## src/rtl/cdb_rr_arbiter_pkg.sv

```systemverilog
// Shared types and helpers for the round-robin common data bus arbiter.
// Entry widths are fixed here; the top checks that its width parameters agree.
package cdb_rr_arbiter_pkg;

    localparam int unsigned CDB_TAG_W  = 4;
    localparam int unsigned CDB_ROB_W  = 5;
    localparam int unsigned CDB_DATA_W = 32;

    typedef struct packed {
        logic [CDB_TAG_W-1:0]  tag;
        logic [CDB_ROB_W-1:0]  rob_id;
        logic [CDB_DATA_W-1:0] data;
    } cdb_entry_t;

    // Single-step modular wrap, valid for a < 2*n (no divider needed).
    function automatic int unsigned wrap_idx(input int unsigned a, input int unsigned n);
        return (a >= n) ? a - n : a;
    endfunction

endpackage

```

## src/rtl/cdb_rr_arbiter_if.sv

```systemverilog
// Result-channel and broadcast-lane bundle of the CDB arbiter.
// master = arbiter side, slave = execution units / snoopers side.
interface cdb_rr_arbiter_if
    import cdb_rr_arbiter_pkg::*;
#(
    parameter int unsigned N_EXU  = 4,
    parameter int unsigned N_BUS  = 2,
    parameter int unsigned TAG_W  = CDB_TAG_W,
    parameter int unsigned ROB_W  = CDB_ROB_W,
    parameter int unsigned DATA_W = CDB_DATA_W
) ();

    logic                      flush;
    logic [N_EXU-1:0]          exu_valid;
    logic [N_EXU-1:0]          exu_ready;
    logic [N_EXU*TAG_W-1:0]    exu_tag;
    logic [N_EXU*ROB_W-1:0]    exu_rob_id;
    logic [N_EXU*DATA_W-1:0]   exu_data;
    logic [N_BUS-1:0]          cdb_valid;
    logic [N_BUS*TAG_W-1:0]    cdb_tag;
    logic [N_BUS*ROB_W-1:0]    cdb_rob_id;
    logic [N_BUS*DATA_W-1:0]   cdb_data;

    modport master (
        input  flush, exu_valid, exu_tag, exu_rob_id, exu_data,
        output exu_ready, cdb_valid, cdb_tag, cdb_rob_id, cdb_data
    );

    modport slave (
        output flush, exu_valid, exu_tag, exu_rob_id, exu_data,
        input  exu_ready, cdb_valid, cdb_tag, cdb_rob_id, cdb_data
    );

endinterface

```

## src/rtl/cdb_rr_arbiter_rr_multi_grant.sv

```systemverilog
// Combinational multi-grant round-robin: picks the first M held channels
// scanning from ptr (mod N), maps the k-th pick to lane k, returns next ptr.
module rr_multi_grant
    import cdb_rr_arbiter_pkg::*;
#(
    parameter  int unsigned N  = 4,
    parameter  int unsigned M  = 2,
    localparam int unsigned PW = (N > 1) ? $clog2(N) : 1
) (
    input  logic [N-1:0]         held,
    input  logic [PW-1:0]        ptr,
    output logic [N-1:0]         grant,
    output logic [M-1:0]         lane_vld,
    output logic [M-1:0][PW-1:0] lane_idx,
    output logic [PW-1:0]        next_ptr
);

    int unsigned   cnt;
    logic [PW-1:0] idx;

    always_comb begin
        grant    = '0;
        lane_vld = '0;
        lane_idx = '0;
        next_ptr = ptr;
        cnt      = 0;
        idx      = '0;
        for (int unsigned j = 0; j < N; j++) begin
            idx = PW'(wrap_idx(32'(ptr) + j, N));
            if (held[idx] && (cnt < M)) begin
                grant[idx] = 1'b1;
                for (int unsigned k = 0; k < M; k++) begin
                    if (cnt == k) begin
                        lane_vld[k] = 1'b1;
                        lane_idx[k] = idx;
                    end
                end
                next_ptr = PW'(wrap_idx(32'(idx) + 1, N));
                cnt      = cnt + 1;
            end
        end
    end

endmodule

```

## src/rtl/cdb_rr_arbiter.sv

```systemverilog
// Merges N_EXU result channels (1-entry hold each) onto N_BUS registered
// broadcast lanes in round-robin order, with flush and async active-low reset.
module cdb_rr_arbiter
    import cdb_rr_arbiter_pkg::*;
#(
    parameter int unsigned N_EXU  = 4,
    parameter int unsigned N_BUS  = 2,
    parameter int unsigned TAG_W  = CDB_TAG_W,
    parameter int unsigned ROB_W  = CDB_ROB_W,
    parameter int unsigned DATA_W = CDB_DATA_W
) (
    input logic              clk,
    input logic              rst,
    cdb_rr_arbiter_if.master bus
);

    localparam int unsigned PW = (N_EXU > 1) ? $clog2(N_EXU) : 1;

    if ((N_BUS > N_EXU) || (N_BUS < 1) || (N_EXU < 2)) begin : g_bad_cfg
        $error("cdb_rr_arbiter: need 2 <= N_EXU and 1 <= N_BUS <= N_EXU");
    end
    if ((TAG_W != CDB_TAG_W) || (ROB_W != CDB_ROB_W) || (DATA_W != CDB_DATA_W)) begin : g_bad_width
        $error("cdb_rr_arbiter: entry widths must match cdb_rr_arbiter_pkg");
    end

    logic [N_EXU-1:0]          held;
    logic [N_EXU-1:0]          grant;
    logic [N_EXU-1:0]          ready;
    logic [N_EXU-1:0]          accept;
    cdb_entry_t                ent    [N_EXU];
    cdb_entry_t                in_ent [N_EXU];
    logic [PW-1:0]             rr_ptr;
    logic [PW-1:0]             next_ptr;
    logic [N_BUS-1:0]          lane_vld;
    logic [N_BUS-1:0][PW-1:0]  lane_idx;
    logic [N_BUS-1:0]          cdb_valid_q;
    cdb_entry_t                lane_q [N_BUS];

    rr_multi_grant #(.N(N_EXU), .M(N_BUS)) u_grant (
        .held     (held),
        .ptr      (rr_ptr),
        .grant    (grant),
        .lane_vld (lane_vld),
        .lane_idx (lane_idx),
        .next_ptr (next_ptr)
    );

    // A granted channel frees its slot this cycle, so it may accept again.
    always_comb begin
        ready         = {N_EXU{rst & ~bus.flush}} & (~held | grant);
        accept        = bus.exu_valid & ready;
        bus.exu_ready = ready;
        for (int unsigned i = 0; i < N_EXU; i++) begin
            in_ent[i] = '{tag:    bus.exu_tag[i*TAG_W +: TAG_W],
                          rob_id: bus.exu_rob_id[i*ROB_W +: ROB_W],
                          data:   bus.exu_data[i*DATA_W +: DATA_W]};
        end
    end

    always_ff @(posedge clk or negedge rst) begin
        if (!rst) begin
            held        <= '0;
            rr_ptr      <= '0;
            cdb_valid_q <= '0;
            for (int unsigned i = 0; i < N_EXU; i++) ent[i] <= '0;
            for (int unsigned k = 0; k < N_BUS; k++) lane_q[k] <= '0;
        end else if (bus.flush) begin
            held        <= '0;
            cdb_valid_q <= '0;
            for (int unsigned k = 0; k < N_BUS; k++) lane_q[k] <= '0;
        end else begin
            held        <= accept | (held & ~grant);
            rr_ptr      <= next_ptr;
            cdb_valid_q <= lane_vld;
            for (int unsigned i = 0; i < N_EXU; i++) begin
                if (accept[i]) ent[i] <= in_ent[i];
            end
            for (int unsigned k = 0; k < N_BUS; k++) begin
                lane_q[k] <= lane_vld[k] ? ent[lane_idx[k]] : '0;
            end
        end
    end

    always_comb begin
        bus.cdb_valid  = cdb_valid_q;
        bus.cdb_tag    = '0;
        bus.cdb_rob_id = '0;
        bus.cdb_data   = '0;
        for (int unsigned k = 0; k < N_BUS; k++) begin
            bus.cdb_tag[k*TAG_W +: TAG_W]      = lane_q[k].tag;
            bus.cdb_rob_id[k*ROB_W +: ROB_W]   = lane_q[k].rob_id;
            bus.cdb_data[k*DATA_W +: DATA_W]   = lane_q[k].data;
        end
    end

endmodule

```

## src/flat_wrapper.sv

```systemverilog
// flat-port wrapper written by rule: the top's interface ports become plain ports
module cdb_rr_arbiter_flat import cdb_rr_arbiter_pkg::*;
#(
    parameter int unsigned N_EXU  = 4,
    parameter int unsigned N_BUS  = 2,
    parameter int unsigned TAG_W  = CDB_TAG_W,
    parameter int unsigned ROB_W  = CDB_ROB_W,
    parameter int unsigned DATA_W = CDB_DATA_W
)
  (clk, rst, bus_flush, bus_exu_valid, bus_exu_tag, bus_exu_rob_id, bus_exu_data, bus_exu_ready, bus_cdb_valid, bus_cdb_tag, bus_cdb_rob_id, bus_cdb_data);
  cdb_rr_arbiter_if #(.N_EXU(N_EXU), .N_BUS(N_BUS), .TAG_W(TAG_W), .ROB_W(ROB_W), .DATA_W(DATA_W)) bus_i ();
  input logic clk;
  input logic rst;
  input wire logic [$bits(bus_i.flush)-1:0] bus_flush;
  input wire logic [$bits(bus_i.exu_valid)-1:0] bus_exu_valid;
  input wire logic [$bits(bus_i.exu_tag)-1:0] bus_exu_tag;
  input wire logic [$bits(bus_i.exu_rob_id)-1:0] bus_exu_rob_id;
  input wire logic [$bits(bus_i.exu_data)-1:0] bus_exu_data;
  output wire logic [$bits(bus_i.exu_ready)-1:0] bus_exu_ready;
  output wire logic [$bits(bus_i.cdb_valid)-1:0] bus_cdb_valid;
  output wire logic [$bits(bus_i.cdb_tag)-1:0] bus_cdb_tag;
  output wire logic [$bits(bus_i.cdb_rob_id)-1:0] bus_cdb_rob_id;
  output wire logic [$bits(bus_i.cdb_data)-1:0] bus_cdb_data;
  assign bus_i.flush = bus_flush;
  assign bus_i.exu_valid = bus_exu_valid;
  assign bus_i.exu_tag = bus_exu_tag;
  assign bus_i.exu_rob_id = bus_exu_rob_id;
  assign bus_i.exu_data = bus_exu_data;
  assign bus_exu_ready = bus_i.exu_ready;
  assign bus_cdb_valid = bus_i.cdb_valid;
  assign bus_cdb_tag = bus_i.cdb_tag;
  assign bus_cdb_rob_id = bus_i.cdb_rob_id;
  assign bus_cdb_data = bus_i.cdb_data;
  cdb_rr_arbiter #(.N_EXU(N_EXU), .N_BUS(N_BUS), .TAG_W(TAG_W), .ROB_W(ROB_W), .DATA_W(DATA_W)) u_core (.clk(clk), .rst(rst), .bus(bus_i));
endmodule
```

## config.mk

```make
export PLATFORM = sky130hd
export DESIGN_NAME = cdb_rr_arbiter_flat
export DESIGN_NICKNAME = d
export VERILOG_FILES = /design/src/rtl/cdb_rr_arbiter_pkg.sv /design/src/rtl/cdb_rr_arbiter_if.sv /design/src/rtl/cdb_rr_arbiter_rr_multi_grant.sv /design/src/rtl/cdb_rr_arbiter.sv /design/src/flat_wrapper.sv
export SDC_FILE = /design/constraint.sdc
export NUM_CORES = 1
export LEC_CHECK = 0
export ABC_CLOCK_PERIOD_IN_PS = 7270
export BUFFER_PORTS_ARGS = -buffer_cell sky130_fd_sc_hd__buf_2
export CAP_MARGIN = 10
export CELL_PAD_IN_SITES_DETAIL_PLACEMENT = 1
export CELL_PAD_IN_SITES_GLOBAL_PLACEMENT = 1
export CORE_MARGIN = 1.5
export CORE_UTILIZATION = 48
export DETAILED_ROUTE_END_ITERATION = 6
export PLACE_DENSITY_LB_ADDON = 0.1
export SKIP_CTS_REPAIR_TIMING = 1
export SYNTH_ARGS = -nofsm -noshare
export SYNTH_HDL_FRONTEND = slang
export SYNTH_SLANG_ARGS = --single-unit
```

## constraint.sdc

```tcl
create_clock -name clk -period 7.27 [get_ports clk]
set_input_delay 1.454 -clock clk [delete_from_list [all_inputs] [get_ports clk]]
set_output_delay 1.454 -clock clk [all_outputs]
set_load 0.02 [all_outputs]
```

Word-level counts from Yosys, hierarchy flattened
Cells that the tools add are included.

operators by class
  add/sub/neg operators = 17
  magnitude comparators = 21
  equal/unequal tests = 3
  muxes and demuxes = 66
  bitwise logic cells = 14
  reduce and logical (&&, ||, !) cells = 16

operators by type and width
  operator                                                           count
  2-to-1 mux 41 bit                                                  6
  binary-select mux 41 bit (select 2 bit)                            2
  equality test 32 x 1 -> 1 bit, second input constant               3
  logical NOT 32 bit                                                 3
  less-than comparator 32 x 2 -> 1 bit, second input constant        3
  2-to-1 mux 82 bit                                                  1
  adder 32 x 1 -> 32 bit, second input constant                      2
  2-to-1 mux 32 bit                                                  2
  2-to-1 mux 2 bit                                                   23
  2-to-1 mux 4 bit                                                   8
  greater-or-equal comparator 3 bit, second input constant           9
  OR 4 bit                                                           5
  2-to-1 mux 1 bit                                                   16
  subtractor 2 x 1 -> 2 bit, second input constant                   8
  adder 2 x 1 -> 3 bit, second input constant                        5
  bitwise AND 4 bit                                                  3
  less-than comparator 2 x 3 -> 1 bit, second input constant         4
  AND reduction 2 bit                                                5
  binary-select mux 1 bit (select 2 bit)                             4
  demux 1 bit (select 2 bit)                                         4
  greater-or-equal comparator 2 x 1 -> 1 bit, second input constant  4
  NOT 4 bit                                                          2
  logical AND 1 bit                                                  7
  adder 2 x 2 -> 3 bit, second input constant                        2
  other kinds (5)                                                    6

storage, ports and cells
  register bits = 254
  output and inout port bits = 88
  logic and storage cells = 158

Depth between registers and ports, before layout
Gate-level depths: netlist (run 1).

  word-level depth = 20
  gate-level depth with buffers = 15
  mapped depth without buffers = 11

Cells and area by module
A second synthesis (run 1) with hierarchy kept.

second synthesis, totals
  cells, all modules = 777
  area, all modules = 12140.4 um^2

by module, submodules not included
  module          times used  cells each  area an instance (um^2)
  cdb_rr_arbiter  1           651         11250.8
  rr_multi_grant  1           126         889.6

Worst setup path before layout (run 1)
Ideal clock, no wire load.

  kind = register to output
  from = register u_core.rr_ptr[0]
  to = output port bus_exu_ready[0]
  arrival time = 3.001 ns
  required time = 5.816 ns
  slack = 2.815 ns
  stages on the path, launching flop included = 12
  path buffers = 2
  cell sequence = dfrtp_1 buf_4 inv_1 ha_1 mux4_2 buf_4 ha_1 or2_2 o22ai_1 o21a_1 a221o_1 and2_1

between the ends
  longest elaborated chain between the ends = 16

ends and longest elaborated chain
  item                                                                                     line                                 RTL
  start, declared                                                                          cdb_rr_arbiter.sv:32                 logic [PW-1:0] rr_ptr;
  start signal, assigned                                                                   cdb_rr_arbiter.sv:73                 rr_ptr <= next_ptr;
  greater-or-equal comparator 2 x 3 -> 1 bit or subtractor 2 x 1 -> 2 bit (tied branches)  cdb_rr_arbiter_pkg.sv:17             return (a >= n) ? a - n : a;
  2-to-1 mux 2 bit                                                                         cdb_rr_arbiter_pkg.sv:17
  binary-select mux 1 bit (select 2 bit)                                                   cdb_rr_arbiter_rr_multi_grant.sv:30  if (held[idx] && (cnt < M)) begin
  2-to-1 mux 1 bit (not written as such)                                                   cdb_rr_arbiter_rr_multi_grant.sv:30
  2-to-1 mux 1 bit                                                                         cdb_rr_arbiter_rr_multi_grant.sv:30
  less-than comparator 32 x 2 -> 1 bit                                                     cdb_rr_arbiter_rr_multi_grant.sv:30
  logical AND 1 bit                                                                        cdb_rr_arbiter_rr_multi_grant.sv:30
  2-to-1 mux 32 bit                                                                        cdb_rr_arbiter_rr_multi_grant.sv:30
  less-than comparator 32 x 2 -> 1 bit                                                     cdb_rr_arbiter_rr_multi_grant.sv:30
  logical AND 1 bit                                                                        cdb_rr_arbiter_rr_multi_grant.sv:30
  2-to-1 mux 32 bit                                                                        cdb_rr_arbiter_rr_multi_grant.sv:30
  less-than comparator 32 x 2 -> 1 bit                                                     cdb_rr_arbiter_rr_multi_grant.sv:30
  logical AND 1 bit                                                                        cdb_rr_arbiter_rr_multi_grant.sv:30
  2-to-1 mux 4 bit *                                                                       cdb_rr_arbiter_rr_multi_grant.sv:30
  OR 4 bit *                                                                               cdb_rr_arbiter.sv:50                 ready = {N_EXU{rst & ~bus.flush}} & (~held | grant);
  bitwise AND 4 bit *                                                                      cdb_rr_arbiter.sv:50
  end, declared                                                                            flat_wrapper.sv:19                   output wire logic [$bits(bus_i.exu_ready)-1:0] bus_exu_ready;

Every way passes the cells marked *; elsewhere a longest branch is shown, timed or not. The select of a mux whose other input is x is not followed.

Final worst setup path (run 1)
  from = register u_core.rr_ptr[0]
  to = output port bus_exu_ready[3]

Same word-level chain as after synthesis.

==> impl_metrics.json, run 1 <==
{
  "outcome": "finished, final reports clean",
  "detailedPlacementHpwl_mm": 22.3,
  "io_pins": 259,
  "num_vias": 8219,
  "cpLargestDelayFamily": "adder cells",
  "ys_dominant_reg_cell": "sky130_fd_sc_hd__dfrtp_1",
  "tritoncts": "done",
  "p_leak_uw": 0.00799,
  "cts_sinks": 254,
  "critical-path-top-cell-by-count": "sky130_fd_sc_hd__ha_1",
  "critical_path.max_fanout": 17,
  "number_of_antenna_violations_at_the_first_check_in_global_routing": 8,
  "rsz0062_at_grt": "no",
  "setup_slack_ps": 1220,
  "initialDrtViolationCount": 532,
  "synth_enable_flop_cells": 0,
  "critical_path_max_stage_delay_ps": 770,
  "detailedPlace.worstSlack_ps": 1740,
  "final_critical_path_time_including_i_o_delays_and_setup_ps": 6050,
  "final_max_tran_viols": 0,
  "maxCapViolations": 0,
  "yosysWarningCount": 0,
  "hold_slack_ps": 533,
  "rr_worst_depth": 11,
  "fin_cells": 1446,
  "nFillCells": 2575,
  "worst_slew_pin_slew_ps": 1170,
  "crit_required_ps": 5820,
  "arrival_ps": 4600,
  "worst_clock_skew_ps": 10.0,
  "fmax_mhz": 165,
  "ys_async_sr_fraction_pct": 100,
  "ctsRootBufferMaster": "sky130_fd_sc_hd__clkbuf_16",
  "floorplan.rows": 58,
  "floorplan.initialDensity_pct": 49.4,
  "syn-instance-count": 848,
  "power_per_cell_area_mw_per_mm2": 384,
  "grt_first_pass_wirelength_mm": 53.1,
  "crit_path_end_kind": "output pin",
  "worst_r2r_endpoint": "u_core.ent[40]",
  "htree_num_levels": 1,
  "number_of_vias_per_cell_after_detailed_routing": 5.68,
  "fp.dieArea_mm2": 0.0271,
  "synth_seq_area_share_pct": 50.7,
  "max_slew_margin_pct": 21.7,
  "antenna_left": 0,
  "final-seq-area_mm2": 0.00636,
  "post_synth_instance_area_mm2": 0.0125,
  "netlist-cell-type-count": 48,
  "core-area_mm2": 0.0254,
  "io_buffers": 258,
  "cts_made_buffers": 30,
  "grt_max_degree": 73,
  "gp_routability_congestion": 0.835,
  "dp_cells": 1388,
  "syn_avg_cell_area_um2": 14.8,
  "die_x_um": 165,
  "die_h_um": 165,
  "flow.area_growth_from_synthesis_pct": 18.2,
  "setup_viol": 0,
  "critical_path.startpoint": "u_core.rr_ptr[0]",
  "dr.pass1.iters": 4,
  "timing_worst_setup_path_type": "reg -> out",
  "clock_slew_at_the_register_clock_pins_of_the_worst_setup_and_hold_paths_ps": 60,
  "post-route-period-util_pct": 83.2,
  "ir_drop_uv": 218,
  "setup_tns_after_final_layout_ps": 0,
  "reg2reg_slack_ps": 1720,
  "critical_path.slowest_cell": "sky130_fd_sc_hd__dfrtp_1",
  "critPathCapture": "bus_exu_ready[3]",
  "clock_path_buffers": 3,
  "ys_seq_elements": 254,
  "drt_drc_violations_left": 0,
  "area_of_the_multi_input_gates_mm2": 0.00559,
  "timing_hold_violations_final": 0,
  "drive_gt1_share_pct": 45.4,
  "finalNetCount": 1273,
  "first_global_vias": 8939,
  "avgRoutedWirePerCell_um": 24.2,
  "grt.overflow.total": 0,
  "worst_setup_path_start_kind": "flip-flop",
  "crit-reg2reg-launch": "u_core.rr_ptr[0]",
  "postSynthNetCount": 1031,
  "clock_latency_ps": 540,
  "timing.critical_path.cells": "inv_1 > ha_1 > mux4_2 > ha_1 > or2_2 > o22ai_1 > o21a_1 > a221o_1 > and2_1 > buf_2",
  "cp_num_cells": 10,
  "timing.critical_path.buf_inv": 2,
  "finalWirelength_mm": 35.1,
  "hold_path.class": "reg -> reg",
  "global_route.usage.total_pct": 25.9
}
[worst register-to-register path, delay by kind of cell, from the launching register on]
family / cells / cell delay, ps
compound gates: 3 / 910
fa+ha+maj: 2 / 970
buf+inv: 2 / 870
flops: 1 / 770
mux: 2 / 940
simple gates: 2 / 980
[state kept, by name, indices dropped and copies added, names as in the netlist]
register               count
u_core.bus.cdb_tag         8
u_core.rr_ptr              2
u_core.bus.cdb_valid       2
u_core.held                4
u_core.bus.cdb_rob_id     10
u_core.bus.cdb_data       64
u_core.ent               164
[synthesized netlist by cell type (3+ instances only)]
cell type,number,area (µm²)
sky130_fd_sc_hd__buf_6,28,315
sky130_fd_sc_hd__o21ai_0,7,35.0
sky130_fd_sc_hd__ha_1,12,150
sky130_fd_sc_hd__mux2_2,9,101
sky130_fd_sc_hd__buf_2,13,65.1
sky130_fd_sc_hd__nor2_1,6,22.5
sky130_fd_sc_hd__nor2b_1,4,25.0
sky130_fd_sc_hd__mux2_4,161,2420
sky130_fd_sc_hd__o21a_1,3,22.5
sky130_fd_sc_hd__nand2_1,12,45.0
sky130_fd_sc_hd__a21oi_1,10,50.1
sky130_fd_sc_hd__mux4_2,3,67.6
sky130_fd_sc_hd__a22oi_1,4,30.0
sky130_fd_sc_hd__inv_1,6,22.5
sky130_fd_sc_hd__o22ai_1,83,519
sky130_fd_sc_hd__a221o_1,4,40.0
sky130_fd_sc_hd__mux2i_1,173,1730
sky130_fd_sc_hd__dfrtp_1,254,6360
sky130_fd_sc_hd__buf_12,6,120
sky130_fd_sc_hd__buf_8,6,90.1
sky130_fd_sc_hd__clkbuf_1,6,22.5
sky130_fd_sc_hd__and2_1,5,31.3
[worst min-delay path by stage]
stage                                  to  slack (ps)  cells after the start       startpoint
after floorplan           u_core.ent[122]         500                      1  u_core.ent[122]
after global placement    u_core.ent[122]         510                      1  u_core.ent[122]
after detailed placement   u_core.ent[98]         520                      1   u_core.ent[98]
after CTS                 u_core.ent[122]         540                      1  u_core.ent[122]
after global routing      u_core.ent[106]         550                      1  u_core.ent[106]
final                     u_core.ent[122]         530                      1  u_core.ent[122]
[placed cells by master (no fill, tap or decap), drive strengths merged, types with 3 or more instances in the layout]
| cell type | count |
|---|---|
| buf | 271 |
| dfrtp | 254 |
| mux2i | 173 |
| mux2 | 170 |
| o22ai | 83 |
| clkbuf | 44 |
| nand2 | 13 |
| ha | 12 |
| a21oi | 10 |
| o21ai | 9 |
| diode | 8 |
| inv | 8 |
| nor2 | 6 |
| nor2b | 6 |
| and2 | 5 |
| a22oi | 4 |
| a221o | 4 |
| clkinv | 4 |
| mux4 | 3 |
| o21a | 3 |
[layout make-up]
type,instances,area share (%)
clock inverters,6,0.397
flip-flops and latches,254,42.9
diodes,8,0.135
well taps,330,2.79
clock buffers,44,6.11
multi-input cells,526,37.7
inverters,7,0.177
repair buffers,271,9.78
[where the power goes]
group          internal, µW  switching, µW
Combinational          1030           1140
Clock                   885            578
Sequential             1780            280
[metrics by stage]
step	utilization [%]	cell area, µm²	power [µW]
after floorplan	-	12500	3720
after global placement	54.5	13800	4160
after detailed placement	54.5	13800	4220
after CTS	58.2	14800	5720
after global routing	58.3	14800	5950
final	58.3	14800	5690
[logic make-up (layout without fill, tap and decap cells)]
logic type / after synthesis / count (layout) / share of synthesized area, %
other: 0 / 8 / 0
flip-flops: 254 / 254 / 50.7
AO/OA/AOI/OAI: 125 / 125 / 6.49
buffers and inverters: 68 / 328 / 5.22
multiplexers: 346 / 346 / 34.4
AND/OR/NAND/NOR: 42 / 42 / 1.88
adder cells (fa/ha/maj): 12 / 12 / 1.20
XOR/XNOR: 1 / 1 / 0.0699
[layer usage]
metal | vias up | wire (µm) | global-route usage [%] | share of wire [%]
li1 | 3623 | - | - | -
met1 | 4315 | 15600 | 35.8 | 45
met2 | 228 | 17000 | 42.3 | 48
met3 | 51 | 1520 | 3.39 | 4.3
met4 | 2 | 921 | 8.89 | 2.6
met5 | - | 10 | 0 | 0.029
No activity file was read; power rests on OpenSTA's default activity.
==> run 2: changes to the inputs <==
- ABC_CLOCK_PERIOD_IN_PS: 7270 -> 5400
- CORE_UTILIZATION: 48 -> 41
- clock period: 7.27 -> 5.4 ns (I/O delays scaled with it)
==> impl_metrics.json, run 2 (synthesis results as in run 1) <==
{
  "detailedPlacementHpwl_mm": 22.3,
  "maxCapViolations": 0,
  "dp_cells": 1455,
  "io_pins": 259,
  "timing_hold_violations_final": 0,
  "final_critical_path_time_including_i_o_delays_and_setup_ps": 5010,
  "crit_required_ps": 4320,
  "finalWirelength_mm": 34.9,
  "rsz0062_at_grt": "no",
  "drive_gt1_share_pct": 45.5,
  "final_max_tran_viols": 0,
  "avgRoutedWirePerCell_um": 23.2,
  "floorplan.initialDensity_pct": 42.0,
  "ctsRootBufferMaster": "sky130_fd_sc_hd__clkbuf_16",
  "floorplan.rows": 63,
  "fmax_mhz": 199,
  "outcome": "finished, final reports clean",
  "fin_cells": 1507,
  "tritoncts": "done",
  "die_x_um": 178,
  "cts_sinks": 254,
  "drt_drc_violations_left": 0,
  "setup_viol": 0,
  "dr.pass1.iters": 4,
  "finalNetCount": 1279,
  "area_of_the_multi_input_gates_mm2": 0.00559,
  "crit_path_end_kind": "output pin",
  "setup_tns_after_final_layout_ps": 0,
  "ir_drop_uv": 391,
  "number_of_vias_per_cell_after_detailed_routing": 5.35,
  "cts_made_buffers": 29,
  "die_h_um": 178,
  "worst_clock_skew_ps": 12.0,
  "p_leak_uw": 0.00803,
  "clock_path_buffers": 3,
  "max_ffs_per_register": 164,
  "flow.area_growth_from_synthesis_pct": 19.5,
  "worst_slew_pin_slew_ps": 910,
  "clock_slew_at_the_register_clock_pins_of_the_worst_setup_and_hold_paths_ps": 60,
  "num_vias": 8069,
  "power_per_cell_area_mw_per_mm2": 507,
  "largest-register": "u_core.ent",
  "hold_slack_ps": 453,
  "final_common_cell": "sky130_fd_sc_hd__buf_2",
  "grt_max_degree": 83,
  "timing_worst_setup_path_type": "reg -> out",
  "number_of_antenna_violations_at_the_first_check_in_global_routing": 6,
  "final-seq-area_mm2": 0.00636,
  "worst_setup_path_start_kind": "flip-flop",
  "clock_latency_ps": 550,
  "antenna_left": 0,
  "first_global_vias": 8814,
  "nFillCells": 3069,
  "hold_path.class": "in -> async",
  "initialDrtViolationCount": 366,
  "fp.dieArea_mm2": 0.0316,
  "io_buffers": 258,
  "grt.overflow.total": 0,
  "gp_routability_congestion": 0.782,
  "htree_num_levels": 1,
  "layout_common_cells": "sky130_fd_sc_hd__buf_2 (257), sky130_fd_sc_hd__dfrtp_1 (254), sky130_fd_sc_hd__mux2i_1 (173), sky130_fd_sc_hd__mux2_4 (161), sky130_fd_sc_hd__o22ai_1 (83)",
  "critical_path.max_fanout": 12,
  "max_slew_margin_pct": 39.3,
  "post-route-period-util_pct": 92.9,
  "final_cell_utilization_of_the_core_pct": 50.1,
  "arrival_ps": 3930,
  "core-area_mm2": 0.0299,
  "grt_first_pass_wirelength_mm": 53.1,
  "global_route.usage.total_pct": 22.2
}
[run 2: changes by cell type in the layout (fill, tap and decap cells not counted), moves of 2 or more]
cell                        before  now
sky130_fd_sc_hd__buf_12          4   13
sky130_fd_sc_hd__diode_2         8    2
sky130_fd_sc_hd__clkbuf_1        5    8
sky130_fd_sc_hd__buf_4           9    7
sky130_fd_sc_hd__clkbuf_16      31   29
sky130_fd_sc_hd__clkbuf_8        8    6
[run 2: layout make-up]
type,count,area share [%]
antenna,2,0.0334
clock buffer,43,5.60
clock inverter,7,0.451
inverter,7,0.175
multi-input combinational,526,37.3
sequential,254,42.4
tap,390,3.26
timing repair buffer,278,10.8
[run 2: metrics by stage]
stage / area (µm²) / total power [µW] / setup slack (ps)
after floorplan: 12500 / 5010 / 1320
after global placement: 14100 / 5680 / 1120
after detailed placement: 14100 / 5740 / 1020
after CTS: 15000 / 7670 / 425
after global routing: 15000 / 8000 / 132
final: 15000 / 7600 / 385
[run 2: metal layers]
layer	share of wire (%)	up-vias	GRT usage, %
met4	1.7	8	4.97
met1	46	4172	30.5
met3	4.5	54	3.79
met5	0.13	-	0
met2	48	203	36.5
li1	-	3632	-
[run 2: final timing paths]
kind / from / to / slack, ps / cells after the start
worst max-delay path: u_core.rr_ptr[1] / bus_exu_ready[1] / 390 / 10
worst max register to register: u_core.rr_ptr[1] / u_core.ent[105] / 1060 / 11
min in group clk: u_core.ent[115] / u_core.ent[115] / 530 / 1
worst min register to register: u_core.ent[115] / u_core.ent[115] / 530 / 1
max in group asynchronous: rst / u_core.bus.cdb_tag[7] / 2870 / 3
worst min-delay path: rst / u_core.ent[138] / 450 / 1
[run 2: critical path, cell delays in order (launching register included)]
cell and delay [ps]:
sky130_fd_sc_hd__dfrtp_1 600, sky130_fd_sc_hd__inv_1 190, sky130_fd_sc_hd__ha_1 340, sky130_fd_sc_hd__mux4_2 430
sky130_fd_sc_hd__ha_1 330, sky130_fd_sc_hd__or2_2 320, sky130_fd_sc_hd__o22ai_1 380, sky130_fd_sc_hd__o21a_1 280
sky130_fd_sc_hd__a221o_1 230, sky130_fd_sc_hd__and2_1 140, sky130_fd_sc_hd__buf_2 160
[run 2: power breakdown]
| part | total (µW) | switching (µW) | internal (µW) |
|---|---|---|---|
| clock | 1900 | 789 | 1110 |
| combinational | 2950 | 1540 | 1410 |
| sequential | 2750 | 351 | 2400 |
| total | 7600 | 2680 | 4920 |
==> run 3: changes to the inputs <==
- CTS_BUF_LIST: not set -> sky130_fd_sc_hd__clkbuf_16
- GPL_TIMING_DRIVEN: not set -> 0
- SKIP_CTS_REPAIR_TIMING: 1 -> not set
==> impl_metrics.json, run 3 (synthesis results as in run 1) <==
{
  "outcome": "finished, final reports clean",
  "nFillCells": 3072,
  "number_of_vias_per_cell_after_detailed_routing": 5.30,
  "worst_slew_pin_slew_ps": 771,
  "final_max_tran_viols": 0,
  "detailedPlace.worstSlack_ps": 779,
  "clock_latency_ps": 530,
  "cts_sinks": 254,
  "max_ffs_per_register": 164,
  "critical_path.slowest_cell": "sky130_fd_sc_hd__dfrtp_2",
  "first_global_vias": 9077,
  "cpLargestDelayFamily": "compound AO/OA/AOI/OAI gates",
  "fmax_mhz": 196,
  "timing_worst_setup_path_type": "reg -> out",
  "drive_gt1_share_pct": 46.3,
  "maxCapViolations": 0,
  "initialDrtViolationCount": 290,
  "rsz0062_at_grt": "no",
  "avgRoutedWirePerCell_um": 23.4,
  "die_h_um": 178,
  "grt_max_degree": 120,
  "worst_setup_path_start_kind": "flip-flop",
  "io_buffers": 258,
  "ir_drop_uv": 244,
  "final_critical_path_time_including_i_o_delays_and_setup_ps": 5110,
  "htree_num_levels": 1,
  "floorplan.rows": 63,
  "critical_path.max_fanout": 11,
  "fp.dieArea_mm2": 0.0316,
  "timing_hold_violations_final": 0,
  "power_per_cell_area_mw_per_mm2": 505,
  "setup_tns_after_final_layout_ps": 0,
  "area_of_the_multi_input_gates_mm2": 0.00553,
  "max_slew_margin_pct": 48.6,
  "critical_path_max_stage_delay_ps": 480,
  "rr_worst_depth": 13,
  "finalNetCount": 1322,
  "floorplan.initialDensity_pct": 42.0,
  "timing.critical_path.cells": "buf_4 > inv_1 > ha_1 > mux4_2 > buf_4 > ha_1 > or2_2 > o22ai_1 > o21a_1 > a221o_1 > and2_1 > buf_2",
  "final-seq-area_mm2": 0.00636,
  "worst_clock_skew_ps": 7.81,
  "ctsRootBufferMaster": "sky130_fd_sc_hd__clkbuf_16",
  "detailedPlacementHpwl_mm": 24.7,
  "post-route-period-util_pct": 94.7,
  "number_of_antenna_violations_at_the_first_check_in_global_routing": 5,
  "die_x_um": 178,
  "layout_common_cells": "sky130_fd_sc_hd__buf_2 (270), sky130_fd_sc_hd__dfrtp_1 (253), sky130_fd_sc_hd__mux2i_1 (173), sky130_fd_sc_hd__mux2_4 (161), sky130_fd_sc_hd__o22ai_1 (83)",
  "tritoncts": "done",
  "dr.pass1.iters": 4,
  "flow.area_growth_from_synthesis_pct": 21.5,
  "worst_r2r_endpoint": "u_core.bus.cdb_data[28]",
  "p_leak_uw": 0.00820,
  "reg2reg_slack_ps": 930,
  "cts_made_buffers": 29,
  "gp_routability_congestion": 0.788,
  "hold_path.class": "in -> async",
  "grt.overflow.total": 0,
  "clock_path_buffers": 3,
  "antenna_left": 0,
  "finalWirelength_mm": 36.3,
  "crit-reg2reg-launch": "u_core.rr_ptr[0]",
  "final_common_cell": "sky130_fd_sc_hd__buf_2",
  "io_pins": 259,
  "timing.critical_path.buf_inv": 4,
  "largest-register": "u_core.ent",
  "cp_num_cells": 12,
  "setup_slack_ps": 286,
  "crit_path_end_kind": "output pin",
  "global_route.usage.total_pct": 23.0,
  "drt_drc_violations_left": 0,
  "grt_first_pass_wirelength_mm": 54.8,
  "arrival_ps": 4030,
  "core-area_mm2": 0.0299,
  "clock_slew_at_the_register_clock_pins_of_the_worst_setup_and_hold_paths_ps": 60,
  "crit_required_ps": 4320,
  "num_vias": 8204,
  "setup_viol": 0
}
-- run 3: cell types whose count changed in the layout (fill, tap and decap cells not counted), moves of 5 or more --
cell                       previous run  this run
sky130_fd_sc_hd__buf_6                0        28
sky130_fd_sc_hd__buf_8                1         7
sky130_fd_sc_hd__inv_1                6        13
sky130_fd_sc_hd__buf_12              13         6
sky130_fd_sc_hd__buf_2              257       270
sky130_fd_sc_hd__buf_4                7         2
sky130_fd_sc_hd__clkbuf_8             6         0
-- run 3: how the worst max path moves through the flow --
stage                                 from  slack, ps                to
after detailed placement  u_core.rr_ptr[0]        780  bus_exu_ready[1]
final                     u_core.rr_ptr[0]        290  bus_exu_ready[3]
after global routing      u_core.rr_ptr[0]        120  bus_exu_ready[3]
after floorplan           u_core.rr_ptr[0]       1320  bus_exu_ready[0]
after global placement                 rst      -2080  bus_exu_ready[1]
after CTS                 u_core.rr_ptr[0]        210  bus_exu_ready[1]
-- run 3: routing by layer --
layer | up-vias | global-route usage (%) | share of wire [%] | routed length [µm]
met3 | 46 | 3.36 | 4.9 | 1790
met2 | 214 | 38.3 | 48 | 17600
met5 | - | 0 | 0.063 | 23
li1 | 3712 | - | - | -
met4 | 4 | 4.31 | 1.3 | 468
met1 | 4228 | 31.9 | 45 | 16400
-- run 3: layout make-up --
class / instances / share of cell area [%]
Sequential cell: 254 / 41.8
Multi-Input combinational cell: 526 / 36.3
Timing Repair Buffer: 260 / 8.91
Clock buffer: 29 / 4.77
Buffer: 61 / 4.12
Tap cell: 390 / 3.20
Clock inverter: 18 / 0.723
Inverter: 7 / 0.173
Antenna cell: 4 / 0.0657
-- run 3: what timing repair did --
item | 4_1_cts | 5_1_grt
setup endpoints to repair | 0 | 2
hold buffers | 0 | 0
gates resized for setup | 0 | 1
buffers inserted | 0 | 0
-- run 3: power breakdown --
group	switching, µW	internal [µW]
Sequential	347	2400
Combinational	1620	1540
Clock	778	1010
-- run 3: stage by stage --
step / power (µW) / instance area (µm²) / util (%) / hold WS (ps) / std cells
after global routing: 8100 / 15200 / 51.0 / 411 / 1547
after global placement: 5880 / 14300 / 47.9 / 515 / 1496
after CTS: 7780 / 15200 / 50.9 / 405 / 1545
final: 7690 / 15200 / 51.0 / 416 / 1549
after floorplan: 5010 / 12500 / - / 502 / 848
after detailed placement: 5940 / 14400 / 48.1 / 521 / 1498
